===== src/rtl/gpio_pkg.sv =====
// GPIO register map and debounce helpers shared by the MMIO block and its filters.
// Latency: n/a (types and functions only).
// Backpressure: n/a.
package gpio_pkg;

  localparam int DATA_W = 16;

  // Register offsets on the 3-bit address bus.
  typedef enum logic [2:0] {
    REG_OUT     = 3'd0,
    REG_OUT_SET = 3'd1,
    REG_OUT_CLR = 3'd2,
    REG_OUT_TGL = 3'd3,
    REG_IN      = 3'd4,
    REG_RISE    = 3'd5,
    REG_FALL    = 3'd6,
    REG_IRQ_EN  = 3'd7
  } reg_addr_e;

  // Debounce counter width; the counter tops out at db_cycles-1 so it never wraps.
  function automatic int db_cnt_w(input int db_cycles);
    return $clog2(db_cycles + 1);
  endfunction

endpackage


===== src/rtl/db_filter.sv =====
// One-channel input conditioner: 2-flop synchronizer, mismatch counter, stable bit, edge pulses.
// Latency: stable bit follows a held input change DB_CYCLES+2 clocks after it arrives.
// Backpressure: none; rise/fall are single-cycle pulses coincident with the stable-bit update.
module db_filter import gpio_pkg::*; #(
  parameter int DB_CYCLES = 16
) (
  input  logic clk,
  input  logic reset_n,
  input  logic din,
  output logic stable,
  output logic rise,
  output logic fall
);

  localparam int CNT_W = db_cnt_w(DB_CYCLES);
  localparam logic [CNT_W-1:0] CNT_LAST = CNT_W'(DB_CYCLES - 1);

  logic             sync1_q, sync1_d;
  logic             sync2_q, sync2_d;
  logic             stable_q, stable_d;
  logic [CNT_W-1:0] cnt_q, cnt_d;

  // Synchronize, count consecutive mismatch cycles, accept the new level on the last one.
  always_comb begin
    sync1_d  = din;
    sync2_d  = sync1_q;
    stable_d = stable_q;
    cnt_d    = '0;
    rise     = 1'b0;
    fall     = 1'b0;
    if (sync2_q != stable_q) begin
      if (cnt_q == CNT_LAST) begin
        stable_d = sync2_q;
        rise     = sync2_q;
        fall     = ~sync2_q;
      end else begin
        cnt_d = cnt_q + CNT_W'(1);
      end
    end
  end

  // State registers; reset also aborts any debounce in progress.
  always_ff @(posedge clk or negedge reset_n) begin
    if (!reset_n) begin
      sync1_q  <= 1'b0;
      sync2_q  <= 1'b0;
      stable_q <= 1'b0;
      cnt_q    <= '0;
    end else begin
      sync1_q  <= sync1_d;
      sync2_q  <= sync2_d;
      stable_q <= stable_d;
      cnt_q    <= cnt_d;
    end
  end

  assign stable = stable_q;

endmodule


===== src/rtl/gpio_mmio.sv =====
// Memory-mapped GPIO: output register with set/clear/toggle, debounced inputs, sticky edge flags, level irq.
// Latency: reads return registered data one clock after the cs/read cycle; writes visible next cycle.
// Backpressure: none; one access per cycle is always accepted.
module gpio_mmio import gpio_pkg::*; #(
  parameter int N_IN      = 8,
  parameter int N_OUT     = 8,
  parameter int DB_CYCLES = 16
) (
  input  logic              clk,
  input  logic              reset_n,
  input  logic              cs,
  input  logic              write,
  input  logic [2:0]        addr,
  input  logic [15:0]       wdata,
  output logic [15:0]       rdata,
  input  logic [N_IN-1:0]   gpio_in,
  output logic [N_OUT-1:0]  gpio_out,
  output logic              irq
);

  logic [N_IN-1:0]   in_stable, rise_p, fall_p;
  logic [N_OUT-1:0]  out_q, out_d;
  logic [N_IN-1:0]   irq_en_q, irq_en_d;
  logic [N_IN-1:0]   rise_q, rise_d;
  logic [N_IN-1:0]   fall_q, fall_d;
  logic [15:0]       rdata_q, rdata_d;
  logic [15:0]       rd_val;
  logic [N_OUT-1:0]  w_out;
  logic [N_IN-1:0]   w_in;
  logic              wr_en, rd_en;
  logic              unused_wdata;
  reg_addr_e         reg_sel;

  assign wr_en        = cs & write;
  assign rd_en        = cs & ~write;
  assign reg_sel      = reg_addr_e'(addr);
  assign w_out        = wdata[N_OUT-1:0];
  assign w_in         = wdata[N_IN-1:0];
  assign unused_wdata = ^wdata;

  for (genvar i = 0; i < N_IN; i++) begin : g_db
    db_filter #(.DB_CYCLES(DB_CYCLES)) u_db (
      .clk     (clk),
      .reset_n (reset_n),
      .din     (gpio_in[i]),
      .stable  (in_stable[i]),
      .rise    (rise_p[i]),
      .fall    (fall_p[i])
    );
  end

  // Register writes; new edges are OR'd in last so they win over a same-cycle W1C.
  always_comb begin
    out_d    = out_q;
    irq_en_d = irq_en_q;
    rise_d   = rise_q;
    fall_d   = fall_q;
    if (wr_en) begin
      case (reg_sel)
        REG_OUT:     out_d    = w_out;
        REG_OUT_SET: out_d    = out_q | w_out;
        REG_OUT_CLR: out_d    = out_q & ~w_out;
        REG_OUT_TGL: out_d    = out_q ^ w_out;
        REG_RISE:    rise_d   = rise_q & ~w_in;
        REG_FALL:    fall_d   = fall_q & ~w_in;
        REG_IRQ_EN:  irq_en_d = w_in;
        default:     ;
      endcase
    end
    rise_d = rise_d | rise_p;
    fall_d = fall_d | fall_p;
  end

  // Read mux, zero-extended to the bus; rdata only loads on a read strobe and holds otherwise.
  always_comb begin
    rd_val = '0;
    case (reg_sel)
      REG_OUT:    rd_val[N_OUT-1:0] = out_q;
      REG_IN:     rd_val[N_IN-1:0]  = in_stable;
      REG_RISE:   rd_val[N_IN-1:0]  = rise_q;
      REG_FALL:   rd_val[N_IN-1:0]  = fall_q;
      REG_IRQ_EN: rd_val[N_IN-1:0]  = irq_en_q;
      default:    rd_val = '0;
    endcase
    rdata_d = rd_en ? rd_val : rdata_q;
  end

  // Register file state.
  always_ff @(posedge clk or negedge reset_n) begin
    if (!reset_n) begin
      out_q    <= '0;
      irq_en_q <= '0;
      rise_q   <= '0;
      fall_q   <= '0;
      rdata_q  <= '0;
    end else begin
      out_q    <= out_d;
      irq_en_q <= irq_en_d;
      rise_q   <= rise_d;
      fall_q   <= fall_d;
      rdata_q  <= rdata_d;
    end
  end

  assign gpio_out = out_q;
  assign rdata    = rdata_q;
  assign irq      = |((rise_q | fall_q) & irq_en_q);

endmodule


===== config.mk =====
export PLATFORM = sky130hd
export DESIGN_NAME = gpio_mmio
export DESIGN_NICKNAME = d
export VERILOG_FILES = /design/src/rtl/gpio_pkg.sv /design/src/rtl/db_filter.sv /design/src/rtl/gpio_mmio.sv
export SDC_FILE = /design/constraint.sdc
export NUM_CORES = 1
export LEC_CHECK = 0
export CORE_ASPECT_RATIO = 0.7
export CORE_UTILIZATION = 60
export CTS_CLUSTER_DIAMETER = 150
export CTS_CLUSTER_SIZE = 24
export DETAILED_ROUTE_END_ITERATION = 8
export DONT_BUFFER_PORTS = 1
export PLACE_DENSITY = 0.85
export SETUP_SLACK_MARGIN = 0.5
export SLEW_MARGIN = 20
export SYNTH_ARGS = -nofsm -noshare
export SYNTH_HDL_FRONTEND = slang
export SYNTH_SLANG_ARGS = --single-unit

===== constraint.sdc =====
create_clock -name clk -period 2.9 [get_ports clk]
set_clock_uncertainty 0.05 [all_clocks]
set_input_delay 0.29 -clock clk [delete_from_list [all_inputs] [get_ports clk]]
set_output_delay 0.29 -clock clk [all_outputs]
set_load 0.01 [all_outputs]

== Word level (Yosys, flattened, before mapping) ==
Cells that the tools add are included.

* Bits in registers: 104
* Latch bits: 0
* Bits in writable memories: 0
* Memory bits (read-only): 0
* Input bits: 31
* Output and inout bits: 25
* Word-level logic and storage cells: 156
* Memories kept: 0

* Add/subtract/negate cells: 8
* Multipliers: 0
* Div/mod/pow operators: 0
* $lt $le $gt $ge: 0
* Equal/unequal tests: 23
* Shift operators: 0
* Multiplexer cells: 54
* Bitwise logic cells: 21
* Reduce and logical (&&, ||, !) cells: 13

{| class="wikitable"
|+ Operators by type and width
! kind !! count
|-
| $mux W5 || 16
|-
| $add A5 B1 Y5 const B || 8
|-
| $eq A5 B4 Y1 const B || 8
|-
| $pmux W8 S5 || 1
|-
| $and A8 B8 Y8 || 4
|-
| $mux W1 || 32
|-
| $mux W8 || 4
|-
| $or A8 B8 Y8 || 4
|-
| $pmux W8 S4 || 1
|-
| $reduce_and A2 Y1 || 10
|-
| $eq A3 B3 Y1 const B || 4
|-
| $not A1 Y1 || 9
|-
| $ne A1 B1 Y1 || 8
|-
| $not A8 Y8 || 1
|-
| $reduce_or A8 Y1 || 1
|-
| $xor A8 B8 Y8 || 1
|-
| $eq A3 B2 Y1 const B || 2
|-
| $reduce_bool A4 Y1 || 1
|-
| $eq A3 B1 Y1 const B || 1
|-
| $logic_not A3 Y1 || 1
|-
| $and A1 B1 Y1 || 2
|}

== Logic depth before layout (Yosys ltp) ==
* Depth in word-level cells: 5
* Mapped depth: 7
* Depth with buffers taken out: 6

== By module ==
From an unflattened synthesis, not the netlist that was laid out.

* Cell total of the unflattened synthesis: 430
* Area total of the unflattened synthesis: 5043.6 um^2

{| class="wikitable"
|+ Modules (own cells, without submodules)
! module !! times used !! cells an instance !! area each (um^2) !! sequential area each (um^2)
|-
| db_filter || 8 || 24 || 324.1 || 200.2
|-
| gpio_mmio || 1 || 238 || 2451.1 || 1001.0
|}

== Least setup slack after synthesis ==
OpenSTA, ideal clock, no wires.

* Path kind: register -> register
* From: register out_q[0], in the netlist gpio_out[0]
* To: register out_q[0], in the netlist gpio_out[0]
* Library setup time: 0.125 ns
* Data arrival time: 1.419 ns
* Data required time: 2.725 ns
* Slack: 1.306 ns
* Cell stages (with the launch flop): 5
* Buffers on the path: 0
* Cells stage by stage: dfrtp_1 > inv_1 > ha_1 > mux4_2 > mux2_2

* Cells in the longest elaborated chain, start to end: 2
* Elaborated cells between the ends (all ways): 4
* Those cells by class: 1 x mux; 3 x bitwise

{| class="wikitable"
|+ RTL lines
! what !! RTL line !! text
|-
| start, declared || gpio_mmio.sv:22 || <nowiki>logic [N_OUT-1:0] out_q, out_d;</nowiki>
|-
| start signal, assigned || gpio_mmio.sv:97 || <nowiki>out_q <= out_d;</nowiki>
|-
| $xor A8 B8 Y8 (tied with other cells) || gpio_mmio.sv:63 || <nowiki>REG_OUT_TGL: out_d = out_q ^ w_out;</nowiki>
|-
| $pmux W8 S4 * || gpio_mmio.sv:59 || <nowiki>case (reg_sel)</nowiki>
|}

Mark *: on every way between the ends. The rest lies on a longest branch, timed or not.
A chain may end at the register's enable or synchronous reset.

== Worst setup path in the final report ==
* From: register fall_q[7]
* To: output port irq

* Cells in the longest elaborated chain, start to end: 3

{| class="wikitable"
|+ RTL lines
! what !! RTL line !! text
|-
| start, declared || gpio_mmio.sv:25 || <nowiki>logic [N_IN-1:0] fall_q, fall_d;</nowiki>
|-
| start signal, assigned || gpio_mmio.sv:100 || <nowiki>fall_q <= fall_d;</nowiki>
|-
| $or A8 B8 Y8 || gpio_mmio.sv:107 || <nowiki>assign irq = |((rise_q | fall_q) & irq_en_q);</nowiki>
|-
| $and A8 B8 Y8 || gpio_mmio.sv:107 ||
|-
| $reduce_or A8 Y1 || gpio_mmio.sv:107 ||
|-
| end, declared || gpio_mmio.sv:18 || <nowiki>output logic irq</nowiki>
|}

No other way between the ends.

==> metrics.txt <==
share of cells above drive strength 1=10.9%; register area share after synthesis=52.7%; pre-CTS WS=1.07 ns; crit start category=flip-flop; Critical Path RT=2.56 ns; Synth Instances=439; relative slew slack=48.2%; placed instance count=526; Mapped Avg Cell Area=11.2 µm²; H-Tree Depth=3; violated checks=negative hold slack; Layout Cells excl Fill=550; Worst Path Arrival=1.65 ns; Setup WS post-layout=0.910 ns; R2R depth=4; Max Fclk=503 MHz; num ports=56; Vias/cell=6.03; Routed Antenna Nets=0; design area=5350 µm²; CTS root buf=clkbuf_16; Tmin final=1.99 ns; chip width=110 µm; # hold bufs at CTS=8; flops & latches, synth=104; Reg clk slew, reported paths=0.07 ns; P&R area growth vs syn=8.36%; pwr dens=659 nW/µm²; CTS Buf Count=9; vias in the first global route=3305; worst r2r src=gpio_out[0]$_DFFE_PN0P_; Die Ht=77.9 µm; distinct cell type count after synthesis=42; Starting Density=62.5%; outcome=complete, but fails checks; post-placement cell area=4930 µm²; RSZ-0062 raised after global routing=false; CP Class=reg2out; PortBufs=0; initial antenna violation count=0; final setup TNS=0 ns; full die area=8600 µm²; router iterations before antenna repair=5; Post-synth EDFFs=0; R2R Path End=gpio_out[0]$_DFFE_PN0P_; Syn. warnings=0; Finish-stage setup viols=0; peak supply drop=0.477 mV; largest net degree at the start of global routing=105; worst-path maximum fanout=3; synthesized cell area=4940 µm²; Post-synth top flop=dfrtp_1; max-slew violation total from the final report=0; fin nets=499; crit end category=output pin; DPL Wire Length=6640 µm; setup slack, reg-to-reg=1.20 ns; Hold WC Path Type=in2async; # fillers=559; global-route wire length before repair=16500 µm; final hold vios=104; std cell rows=27; Worst-Margin Slew=0.774 ns; CTS tree=built; drc violations=0; GR Util All Layers=24.9%; worst hold margin=-0.421 ns; Sink Count=104; final wirelength=9810 µm; Bufs on Longest Clock Path=2; initial drt markers=220; routed via count=3316; ant diodes=0; Final period util=68.6%; worst skew pair latency=0.35 ns; grt ovf=0; P_leak=2.53 nW; core area=7910 µm²; detail-routed net length per standard cell=17.8 µm; Max Cap Viol=0; ys async rst share=100%; GP Congestion=0.831
layout by cell type, fill, tap and decap left out, types with 4 or more instances in the layout:
| cell type | count |
|---|---|
| mux2i_1 | 12 |
| xnor2_1 | 6 |
| conb_1 | 8 |
| o21ai_0 | 32 |
| a31oi_1 | 4 |
| and2_1 | 6 |
| mux4_2 | 6 |
| a21oi_1 | 18 |
| nor2_1 | 24 |
| xor2_1 | 12 |
| clkbuf_16 | 9 |
| inv_1 | 29 |
| ha_1 | 24 |
| nand2b_1 | 12 |
| or2_2 | 8 |
| o21ai_2 | 8 |
| o31ai_1 | 14 |
| a211o_1 | 4 |
| o22a_1 | 4 |
| and3_1 | 12 |
| a22oi_1 | 4 |
| nand3_1 | 18 |
| mux2_2 | 7 |
| dfrtp_1 | 104 |
| nand2_1 | 28 |
| dlygate4sd3_1 | 8 |
| o32ai_1 | 4 |
state kept, by name (all words and copies together) (netlist names):
register           cells
g_db.u_db.sync2_q      8
rdata                  8
gpio_out               8
g_db.u_db.cnt_q       40
fall_q                 8
rise_q                 8
g_db.u_db.sync1_q      8
g_db.u_db.stable       8
irq_en_q               8
repair_timing:
action | CTS | global route
hold endpoints to repair | 112 | 104
resized for setup | 0 | 0
setup buffers | 0 | 0
kinds of logic (layout without fill, tap and decap cells):
group	after synthesis	in the layout	share of synthesized area, %
buffers and inverters	52	55	5.68
DFF	104	104	52.7
and+or+nand+nor	119	119	12.2
AOI/OAI and AO/OA	94	94	12.2
xor gates and xnor gates	18	18	3.19
adders and majority gates	24	24	6.08
muxes	27	27	7.83
other	1	8	0.0760
cell type report:
class	instances	area (µm²)	share of cell area, %
sequential	104	2600	48.6
timing repair buffer	8	80.1	1.50
multi-input combinational	290	2080	38.9
clock inverter	6	108	2.01
inverter	31	121	2.27
tap	101	126	2.36
clock buffer	10	229	4.28
layer usage:
metal / vias to the layer above / part of all wire (%) / GRT usage (%)
li1: 1524 / - / -
met1: 1683 / 43 / 33.5
met2: 100 / 49 / 39.3
met3: 9 / 7.4 / 8.44
met4: 0 / 0.79 / 5.60
met5: - / 0 / 0
where the power goes:
part           switching [W]  internal, W
logic               0.000204     0.000200
registers           0.000160      0.00161
clock network       0.000514     0.000840
synthesized netlist by cell type, types with 9 or more instances:
| library cell | count | share of area, % |
|---|---|---|
| inv_1 | 29 | 2.2 |
| and3_1 | 12 | 1.5 |
| o31ai_1 | 14 | 2.1 |
| nand2_1 | 28 | 2.1 |
| mux2i_1 | 12 | 2.4 |
| o21ai_0 | 32 | 3.2 |
| a21oi_1 | 18 | 1.8 |
| nor2_1 | 24 | 1.8 |
| buf_4 | 9 | 1.4 |
| dfrtp_1 | 104 | 53 |
| nand2b_1 | 12 | 1.5 |
| ha_1 | 24 | 6.1 |
| nand3_1 | 18 | 1.8 |
| xor2_1 | 12 | 2.1 |
critical path, stage by stage (launching register included):
cell	delay (ns)
dfrtp_1	0.41
o21ai_0	0.33
nand4_1	0.21
or2_2	0.36
worst max path at each step:
stage | startpoint | endpoint | slack, ns | depth (start not counted)
6_report | fall_q[7]$_DFF_PN0_ | irq | 0.91 | 3
5_1_grt | fall_q[7]$_DFF_PN0_ | irq | 0.92 | 3
4_1_cts | fall_q[7]$_DFF_PN0_ | irq | 0.94 | 3
3_5_place_dp | cs | rdata[5]$_DFFE_PN0P_ | 1.07 | 4
3_3_place_gp | cs | rdata[3]$_DFFE_PN0P_ | 1.16 | 4
2_1_floorplan | gpio_out[0]$_DFFE_PN0P_ | gpio_out[0]$_DFFE_PN0P_ | 1.31 | 4
per-stage QoR:
| stage | hold WS (ns) | util (%) | power (W) |
|---|---|---|---|
| after floorplan | -0.0556 | - | 0.00209 |
| after global placement | -0.0531 | 62.4 | 0.00215 |
| after detailed placement | -0.0536 | 62.4 | 0.00218 |
| after CTS | -0.431 | 67.6 | 0.00355 |
| after global routing | -0.436 | 67.7 | 0.00368 |
| final | -0.421 | 67.7 | 0.00352 |
Power figures use the tool's default switching activity.
